==> src/rtl/mips_reg_bank_p.sv <==
// -----------------------------------------------------------------------------
// mips_reg_bank_p
//   Multi-read-port register bank with a hardware initialisation sweep.
//   After reset (or on init_req while idle) the bank walks every register,
//   one per clock, loading either zero or the register's own index.  While the
//   sweep runs the bank reports busy, reads return zero and user writes are
//   dropped (flagged on wr_drop).  In normal operation R0 is hard-wired to
//   zero, out-of-range indices read as zero and writes to them are ignored,
//   and a same-cycle write is forwarded to any read port addressing it.
//
// Ports
//   clk       in   1            rising-edge clock
//   rst_n     in   1            asynchronous active-low reset
//   wr_en     in   1            write request
//   wr_addr   in   AW           write register index
//   wr_data   in   DATA_W       write data
//   rd_addr   in   NRD*AW       packed read indices, port i = [i*AW +: AW]
//   rd_data   out  NRD*DATA_W   packed combinational read data
//   init_req  in   1            starts a re-initialisation sweep when idle
//   clr_drop  in   1            clears wr_drop
//   busy      out  1            sweep in progress
//   wr_drop   out  1            sticky: a write was discarded during a sweep
// -----------------------------------------------------------------------------
module mips_reg_bank_p #(
   parameter  int DATA_W    = 32,
   parameter  int NREGS     = 32,
   parameter  int NRD       = 2,
   parameter  int INIT_MODE = 1,
   localparam int AW        = $clog2(NREGS)
) (
   input  logic                  clk,
   input  logic                  rst_n,
   input  logic                  wr_en,
   input  logic [AW-1:0]         wr_addr,
   input  logic [DATA_W-1:0]     wr_data,
   input  logic [NRD*AW-1:0]     rd_addr,
   output logic [NRD*DATA_W-1:0] rd_data,
   input  logic                  init_req,
   input  logic                  clr_drop,
   output logic                  busy,
   output logic                  wr_drop
);

   localparam int            DEPTH      = 1 << AW;
   // One bit per encodable index: set where the index names a real register.
   localparam logic [DEPTH-1:0] VALID_MASK = {DEPTH{1'b1}} >> (DEPTH - NREGS);
   localparam logic [AW-1:0] LAST_IDX   = AW'(NREGS - 1);

   typedef enum logic [0:0] {
      ST_INIT = 1'b0,
      ST_IDLE = 1'b1
   } state_t;

   state_t              state_r, state_n;
   logic [AW-1:0]       cnt_r, cnt_n;
   logic                wr_drop_r, wr_drop_n;
   logic [DATA_W-1:0]   mem_r [NREGS];
   logic [AW-1:0]       rd_idx_s [NRD];

   // Sweep fill value for a given register index.
   function automatic logic [DATA_W-1:0] init_val(input logic [AW-1:0] idx);
      if (INIT_MODE == 1) begin
         return DATA_W'(idx);
      end else begin
         return '0;
      end
   endfunction

   // Index names an architecturally writable/readable register (not R0, in range).
   function automatic logic live_idx(input logic [AW-1:0] idx);
      return (idx != '0) && VALID_MASK[idx];
   endfunction

   // Control state: FSM, sweep counter and sticky drop flag.
   always_ff @(posedge clk or negedge rst_n) begin
      if (!rst_n) begin
         state_r   <= ST_INIT;
         cnt_r     <= '0;
         wr_drop_r <= 1'b0;
      end else begin
         state_r   <= state_n;
         cnt_r     <= cnt_n;
         wr_drop_r <= wr_drop_n;
      end
   end

   // Next-state logic; init_req is only honoured from IDLE so a sweep never restarts.
   always_comb begin
      state_n   = state_r;
      cnt_n     = cnt_r;
      wr_drop_n = wr_drop_r;
      case (state_r)
         ST_INIT: begin
            if (cnt_r == LAST_IDX) begin
               state_n = ST_IDLE;
               cnt_n   = '0;
            end else begin
               cnt_n   = cnt_r + AW'(1);
            end
         end
         ST_IDLE: begin
            if (init_req) begin
               state_n = ST_INIT;
               cnt_n   = '0;
            end else begin
               state_n = ST_IDLE;
            end
         end
         default: begin
            state_n = ST_INIT;
            cnt_n   = '0;
         end
      endcase
      // A dropped write outranks a same-cycle clear.
      if ((state_r == ST_INIT) && wr_en) begin
         wr_drop_n = 1'b1;
      end else if (clr_drop) begin
         wr_drop_n = 1'b0;
      end else begin
         wr_drop_n = wr_drop_r;
      end
   end

   // Storage: sweep writes in INIT, accepted user writes in IDLE. Contents are
   // deliberately not reset; reset parks the FSM in INIT so no user write lands.
   always_ff @(posedge clk) begin
      if (state_r == ST_INIT) begin
         mem_r[cnt_r] <= init_val(cnt_r);
      end else if (wr_en && live_idx(wr_addr)) begin
         mem_r[wr_addr] <= wr_data;
      end
   end

   // Unpack the per-port read indices.
   always_comb begin
      for (int i = 0; i < NRD; i++) begin
         rd_idx_s[i] = rd_addr[i*AW +: AW];
      end
   end

   // Read ports: zero while sweeping, for R0 and for out-of-range indices;
   // otherwise the stored value, or the write data when this cycle writes it.
   always_comb begin
      rd_data = '0;
      for (int i = 0; i < NRD; i++) begin
         if ((state_r == ST_IDLE) && live_idx(rd_idx_s[i])) begin
            if (wr_en && (wr_addr == rd_idx_s[i])) begin
               rd_data[i*DATA_W +: DATA_W] = wr_data;
            end else begin
               rd_data[i*DATA_W +: DATA_W] = mem_r[rd_idx_s[i]];
            end
         end else begin
            rd_data[i*DATA_W +: DATA_W] = '0;
         end
      end
   end

   assign busy    = (state_r == ST_INIT);
   assign wr_drop = wr_drop_r;

endmodule
==> config.mk <==
export PLATFORM = sky130hd
export DESIGN_NAME = mips_reg_bank_p
export DESIGN_NICKNAME = d
export VERILOG_FILES = /design/src/rtl/mips_reg_bank_p.sv
export SDC_FILE = /design/constraint.sdc
export NUM_CORES = 1
export LEC_CHECK = 0
export ABC_AREA = 1
export CAP_MARGIN = 20
export CORE_MARGIN = 2
export CORE_UTILIZATION = 25
export CTS_CLUSTER_DIAMETER = 50
export DETAILED_ROUTE_END_ITERATION = 6
export DONT_BUFFER_PORTS = 1
export GPL_ROUTABILITY_DRIVEN = 0
export PLACE_DENSITY_LB_ADDON = 0.1
export SYNTH_ARGS = -nofsm -noshare
export SYNTH_HDL_FRONTEND = slang
export SYNTH_SLANG_ARGS = --single-unit
==> constraint.sdc <==
create_clock -name clk -period 5.06 [get_ports clk]
set_input_delay 1.012 -clock clk [delete_from_list [all_inputs] [get_ports clk]]
set_output_delay 1.012 -clock clk [all_outputs]
set_load 0.02 [all_outputs]
# Yosys cells after proc, flatten, opt, wreduce, memory -nomap -nowiden
# Memories as Yosys holds them, arrays and structs flattened.
# Index checks and enable logic that the tools add are counted.
[totals] register_bits=7 mem_bits_rw=1024 mem_bits_ro=96 elab_cells=53 mem_count=4
[classes] add_sub_neg=1 n_lt_le_gt_ge=3 eq_ne=4 mux=23 n_bitwise=1 n_reduce_logical=14
[mem_list] name="mem_r" words=32 width=32 rd=2 rd_clocked_by_memory_dff=0 wr=1 line_no="57" rtl="logic [DATA_W-1:0] mem_r [NREGS];"
[mem_list] name="(no name shown)" words=32 width=1 rd=1 rd_clocked_by_memory_dff=0 wr=0 line_no="71" rtl="return (idx != '0) && VALID_MASK[idx];"
[mem_list] name="(no name shown)" words=32 width=1 rd=1 rd_clocked_by_memory_dff=0 wr=0 line_no="71"
[mem_list] name="(no name shown)" words=32 width=1 rd=1 rd_clocked_by_memory_dff=0 wr=0 line_no="71"
[ops] operator="$mux W32" n=6
[ops] operator="$reduce_or A32 Y1" n=1
[ops] operator="$lt A5 B6 Y1 const B" n=3
[ops] operator="$mux W5" n=3
[ops] operator="$reduce_bool A5 Y1" n=3
[ops] operator="$mux W1" n=12
[ops] operator="$eq A5 B5 Y1" n=2
[ops] operator="$pmux W5 S2" n=1
[ops] operator="$logic_and A1 B1 Y1" n=9
[ops] operator="$add A5 B1 Y5 const B" n=1
[ops] operator="$eq A5 B5 Y1 const B" n=1
[ops] operator="$ne A2 B2 Y1 const B" n=1
[ops] operator="$pmux W1 S2" n=1
[ops] operator="$reduce_bool A2 Y1" n=1
[ops] operator="$not A1 Y1" n=1

# Logic depth before layout (Yosys ltp)
# Gate-level depths: netlist (run 1).
[depth] word_depth=9 ltp_mapped=11 mapped_depth_nobuf=9

# Worst setup path before layout (run 1)
# No wires, ideal clock.
[synth_timing] path_type="input to register" from="input wr_addr[0]" to="memory mem_r[24][0], enable pin" setup_ns=0.421 t_arrival_ns=3.243 t_required_ns=4.639 setup_slack_ns=1.396 cell_stages=8 path_cell_list="nor2_1 > nand4_1 > nand3_2 > buf_2 > nand2_1 > o21ai_1 > nand3_1 > nor2_1"
[synth_between] elab_chain_len=9
[synth_lines] element="from (decl)" line_no="34" rtl="input logic [AW-1:0] wr_addr,"
[synth_lines] element="$mem_v2 Z32 W1"
[synth_lines] element="$mux W1 (not written as such)" line_no="71"
[synth_lines] element="$logic_and A1 B1 Y1" line_no="71"
[synth_lines] element="$logic_and A1 B1 Y1" line_no="129" rtl="end else if (wr_en && live_idx(wr_addr)) begin"
[synth_lines] element="$mux W1" line_no="129"
[synth_lines] element="$mux W1" line_no="127" rtl="if (state_r == ST_INIT) begin"
[synth_lines] element="$mux W1 (not written as such)" line_no="130" rtl="mem_r[wr_addr] <= wr_data;"
[synth_lines] element="$reduce_or A32 Y1 (no line)"
[synth_lines] element="$mux W5 (no line) or $mux W1 (tied branches)"
[synth_lines] element="to (decl)" line_no="57"
# Several ways; a longest one is shown, not always the timed one. The select of a mux whose other input is x is not followed.

# Worst setup path in the final report (run 1)
[layout_timing] from="input rd_addr[0]" to="output rd_data[20]"
[layout_between] elab_chain_len=5
[layout_lines] element="from (decl)" line_no="36" rtl="input logic [NRD*AW-1:0] rd_addr,"
[layout_lines] element="$mem_v2 Z32 W1"
[layout_lines] element="$mux W1 (not written as such)" line_no="71"
[layout_lines] element="$logic_and A1 B1 Y1" line_no="71"
[layout_lines] element="$logic_and A1 B1 Y1" line_no="146" rtl="if ((state_r == ST_IDLE) && live_idx(rd_idx_s[i])) begin"
[layout_lines] element="$mux W32 (*)" line_no="146"
[layout_lines] element="to (decl)" line_no="37" rtl="output logic [NRD*DATA_W-1:0] rd_data,"
# Every way passes the cells marked *; elsewhere a longest branch is shown, timed or not. The select of a mux whose other input is x is not followed.

==> results of run 1 <==
## kinds of logic (layout without fill, tap and decap cells)
family	Yosys count	after routing	share of synthesized area [%]
simple gates	4659	4659	34.2
buf+inv	1133	1212	8.38
flops	1031	1031	55.8
compound gates	161	161	1.47
fa+ha+maj	2	2	0.0452
xor+xnor	1	1	0.0158
other cells	0	4	0
## layer usage
metal	vias up	share of wire (%)
met5	-	0.014
met4	4	3.6
met3	379	5.0
met2	1519	48
met1	23300	44
li1	22300	-
## layout make-up
class | instances | area share [%]
flip-flops and latches | 1031 | 47.5
multi-input cells | 4823 | 31.1
clock buffers | 181 | 6.28
well taps | 2958 | 5.69
inverters | 700 | 4.09
repair buffers | 234 | 3.61
clock inverters | 97 | 1.67
diodes | 4 | 0.0154
## sequential cells by signal (all words and copies together), names as in the netlist
register,count
mem_r,1024
state_r,1
cnt_r,5
wr_drop,1
## cell usage in the layout, fill, tap and decap left out, drive strengths merged, types with 10 or more instances in the layout
master / n
nand3: 1162
nand2: 2651
o21ai: 87
nor2: 841
a21oi: 66
clkinv: 56
clkbuf: 181
edfxtp: 1024
clkinvlp: 10
buf: 233
bufinv: 20
inv: 711
## what timing repair did
| action | in CTS | in global routing |
|---|---|---|
| hold buffers | 1 | 0 |
| gates resized for setup | 0 | 0 |
| endpoints found under the hold margin | 7 | 0 |
## final timing paths
| path | from | endpoint | cells after the start |
|---|---|---|---|
| setup / recovery | rd_addr[0] | rd_data[20] | 12 |
| hold / removal | clr_drop | wr_drop | 1 |
| setup reg to reg | state_r | mem_r[7][22] | 7 |
| hold reg to reg | cnt_r[4] | cnt_r[4] | 2 |
| max in group asynchronous | rst_n | cnt_r[3] | 1 |
| min in group asynchronous | rst_n | wr_drop | 1 |
## per-stage QoR
| step | power, W | hold slack [ns] |
|---|---|---|
| after floorplan | 0.0140 | 0.543 |
| after global placement | 0.0165 | 0.581 |
| after detailed placement | 0.0165 | 0.584 |
| after CTS | 0.0276 | 0.251 |
| after global routing | 0.0284 | 0.319 |
| final | 0.0273 | 0.318 |
## power breakdown
part	leakage [nW]	total [W]	switching, W	internal (W)
Combinational	15.6	0.00522	0.00396	0.00126
Sequential	9.54	0.0111	0.000276	0.0108
Clock	2.51	0.0110	0.00422	0.00679
Total	27.7	0.0273	0.00845	0.0189
==> run summary, run 1 <==
Post-synth top area cell: edfxtp_1
Clock transition at path regs: 0.06 ns
Dpl cells: 9,745
CTS root buffer: clkbuf_16
Placed cell area: 59,800 sq um
Most used cell, CP: nand2_1
GR peak layer: met2
Worst-Margin Slew: 1.67 ns
Synth-to-Final Area Change: 17.5%
Area of the die: 225,000 sq um
Post-route DRC violation count: 0
Vias in the first global route: 45,600
Largest net degree at the start of global routing: 643
# Post-CTS Setup Buffers: 0
Slowest CP cell: inv_8
Met2 Use GR: 36.6%
Layout cell share with drive strength beyond 1: 7.81%
Worst setup EP type: output port
Commonest cells in the netlist: nand2_1 (2,651), nand3_1 (1,161), edfxtp_1 (1,024)
CP peak stage delay: 0.41 ns
Ports: 118
GR Util All Layers: 21.7%
Setup TNS: 0 ns
Final std cells w/o fill: 10,000
PnR worst setup slack: 0.693 ns
Clock Tree Buf Depth: 3
Drt wl/cell: 24.7 um
Port bufs: 0
Fillers: 23,300
Die width: 475 um
Leak Pwr: 27.7 nW
Required @ worst endpoint: 4.05 ns
Synth Instances: 6,987
Num rows: 172
Mapped Nets: 7,041
CP top delay family: buffers and inverters
Synth top area share: 55.5%
Buf/Inv on CP: 4
Failing checks: slew limit
Cell breakdown of the critical path: inv_8, buf_12, buf_12, nand2_1, nand3_1, nand2_1, nor2_1, nand2_1, nand3_1, nand2_1, a21oi_1, buf_4
Vias: 47,500
Max Slew Vio Count: 90
HP Class: input port to flop
Count leader, synth: nand2_1
Post-synth EDFFs: 1,024
TritonCTS clock tree: yes
Wire length of the first global-routing pass: 349 mm
Area of the multi-input gates: 20,200 sq um
Num CTS Buffers: 153
Post-detail-place hpwl: 131 mm
Power per cell area: 420 nW/um^2
Setup violations, final: 0
Pre-CTS setup slack: 0.747 ns
Crit path launch type: input port
Status: complete, but fails checks
Final min period: 4.37 ns
Htree depth: 4
Initial antenna violation count: 8
Area of the core: 220,000 sq um
RSZ-0062 raised after global routing: false
Synth top area cells: edfxtp_1 (56%), nand2_1 (18%), nand3_1 (10%), nor2_1 (5.7%), inv_1 (4.7%)
MaxCap Viol Count: 0
Initial DRC count: 4,175
Slew HR: -11.2%
Post-route clock skew: 0.0259 ns
Final #Nets: 6,997
Final Hold Viols: 0
Synth async-reset ratio: 0.679%
Register area share after synthesis: 55.8%
YS warnings: 0
Post-Syn Area: 55,400 sq um
Total grt overflow: 0
Total clock sinks: 1,031
Worst path arrival time: 3.36 ns
GR Layer Usage met3: 2.71%
Final instance area: 65,000 sq um
DR pass1 iterations: 6
Final period util: 86.3%
WL final: 248 mm
Initial Util: 25.2%
Syn Area/Cell: 7.92 sq um
Critical path class: input port to output port
FF+latch area: 30,900 sq um
Clock latency on the worst-skew pair: 0.80 ns
Vias per cell: 4.74
Post-layout util: 29.6%
Global Route met1 Usage: 28.3%
Critical Path Fanout Max: 642
Max Clk Rate: 229 MHz
Most used DFF post-synth: edfxtp_1
Height of the die: 475 um
Netlist cell types: 24
Post-DRT Antenna Nets: 0
R2R setup slack: 1.77 ns
Synth Register Bits: 1,031
Peak supply drop: 362 uV
Power figures use the tool's default switching activity.
==> run 2, diff against run 1 <==
- clock period: 5.06 -> 5 ns (I/O delays scaled with it)
==> run 2 against run 1 <==
- the run still ends with slew limit left
- via count up 0.76%
- critical path depth unchanged
- routed wire length up 1.6%
- hold slack worse by 0.011 ns
- flip-flop and latch count unchanged
- clock skew down 0.0075 ns
- global-route usage up 0.34 points
- clock-buffer cell count down 13
- sequential share of layout area down 0.060 points
- core utilization about the same
- combinational power about the same
- critical endpoint is now rd_data[0]
- largest power group is now clock
==> run summary, run 2 (synthesized netlist as in run 1, its figures left out) <==
Status: complete, but fails checks
Failing checks: slew limit
Post-route clock skew: 0.0184 ns
Worst r2r dst: mem_r[5][22]
Seq pwr share: 40.0%
Ports: 118
FF-to-FF Start: state_r
Worst setup EP type: output port
Layout cell share with drive strength beyond 1: 7.93%
Setup violations, final: 0
Crit path launch type: input port
Height of the die: 475 um
Critical Path Fanout Max: 642
Clock Tree Buf Depth: 3
Dpl cells: 9,748
Num CTS Buffers: 152
Hold_sp: clr_drop
R2R setup slack: 1.74 ns
Global Route met1 Usage: 28.7%
Max Clk Rate: 203 MHz
DR pass1 iterations: 6
Initial DRC count: 3,990
Worst R2R Path Depth: 8
Num rows: 172
Switch Pwr: 0.00871 W
Hold depth: 1
Die width: 475 um
TritonCTS clock tree: yes
Top Registers: mem_r x1024, cnt_r x5
Area of the die: 225,000 sq um
Required @ worst endpoint: 4.00 ns
Initial Util: 25.2%
Largest net degree at the start of global routing: 643
Drt wl/cell: 25.1 um
GR Layer Usage met3: 2.74%
Initial antenna violation count: 6
Area of the core: 220,000 sq um
GR Util All Layers: 22.0%
Final Hold Viols: 0
Final period util: 98.5%
Vias: 47,900
Power per cell area: 431 nW/um^2
Synth-to-Final Area Change: 17.6%
RSZ-0062 raised after global routing: false
Clock latency on the worst-skew pair: 0.82 ns
Peak supply drop: 340 uV
Most frequent cells in the layout: nand2_1 (2,651), nand3_1 (1,159), edfxtp_1 (1,024)
Max Slew Vio Count: 479
CTS root buffer: clkbuf_16
Number of flip-flops in the largest register: 1,024
Final std cells w/o fill: 10,000
Htree depth: 4
GR peak layer: met2
Post-DRT Antenna Nets: 0
Post-route DRC violation count: 0
Comb pwr share: 18.6%
Setup TNS: 0 ns
Total clock sinks: 1,031
Final #Nets: 6,999
Port bufs: 0
Worst path arrival time: 3.93 ns
Clock share of power: 41.4%
Post-detail-place hpwl: 130 mm
Hold endpoint: wr_drop
Wire length of the first global-routing pass: 354 mm
Vias per cell: 4.77
Largest Register: mem_r
WL final: 252 mm
Critical path class: input port to output port
Switching Share: 31.0%
Worst-Margin Slew: 2.41 ns
Vias in the first global route: 45,900
HP Class: input port to flop
MaxCap Viol Count: 0
Post-CTS sizing: 0
Commonest non-fill, non-tap cell in the layout: nand2_1
Final min period: 4.93 ns
Clock transition at path regs: 0.05 ns
Total grt overflow: 0
Met2 Use GR: 37.3%
Leak Pwr: 27.8 nW
Internal power: 0.0194 W
Slew HR: -60.9%
[run 2: layout make-up]
| class | count | area (sq um) |
|---|---|---|
| timing repair buffer | 237 | 2210 |
| fill | 23300 | 155000 |
| tap | 2958 | 3700 |
| antenna | 11 | 27.5 |
| inverter | 700 | 2660 |
| sequential | 1031 | 30900 |
| clock inverter | 112 | 1480 |
| clock buffer | 168 | 3910 |
| multi-input combinational | 4823 | 20200 |
[run 2: worst max path at each step]
stage          slack [ns]  startpoint      endpoint  depth (start not counted)
4_1_cts              0.60  rd_addr[5]   rd_data[63]                         11
6_report             0.07  rd_addr[0]    rd_data[0]                         12
5_1_grt              0.31  rd_addr[5]   rd_data[56]                         11
3_3_place_gp         0.59  rd_addr[5]   rd_data[56]                         11
3_5_place_dp         0.63  rd_addr[5]   rd_data[63]                         11
2_1_floorplan        1.35  wr_addr[0]  mem_r[24][0]                          8
[run 2: critical path, cell delays in order]
cell     delay [ns]
inv_8          0.47
buf_12         0.29
buf_12         0.31
nand2_1        0.09
nand3_1        0.08
nand2_1        0.05
nor2_1         0.09
nand2_1        0.07
nand3_1        0.12
nand2_1        0.21
a21oi_1        0.21
buf_4          0.17
[run 2: stage by stage]
| stage | power (W) | hold slack, ns | setup WS [ns] | util, % | cell area [sq um] |
|---|---|---|---|---|---|
| finish | 0.0281 | 0.307 | 0.0731 | 29.6 | 65100 |
| global route | 0.0292 | 0.292 | 0.314 | 29.6 | 65100 |
| CTS | 0.0284 | 0.251 | 0.601 | 29.6 | 65100 |
| floorplan | 0.0142 | 0.543 | 1.35 | - | 55400 |
| detailed placement | 0.0167 | 0.590 | 0.630 | 27.1 | 59700 |
| global placement | 0.0167 | 0.589 | 0.588 | 27.1 | 59700 |
[run 2: what timing repair did]
action | in CTS | in global routing
endpoints found under the hold margin | 7 | 0
hold buffers | 1 | 0
buffers inserted | 0 | 0
[run 2: routing by layer]
metal / wire length (um) / up-vias
met1: 109000 / 23500
met4: 8870 / 0
li1: - / 22300
met5: 0 / -
met2: 122000 / 1626
met3: 12200 / 397
[run 2: power groups by stage]
stage / combinational [W] / clock, W / sequential [W]
after floorplan: 0.00279 / 0 / 0.0114
after global placement: 0.00527 / 0 / 0.0114
after detailed placement: 0.00526 / 0 / 0.0114
after CTS: 0.00527 / 0.0119 / 0.0112
after global routing: 0.00566 / 0.0122 / 0.0113
final: 0.00522 / 0.0116 / 0.0112
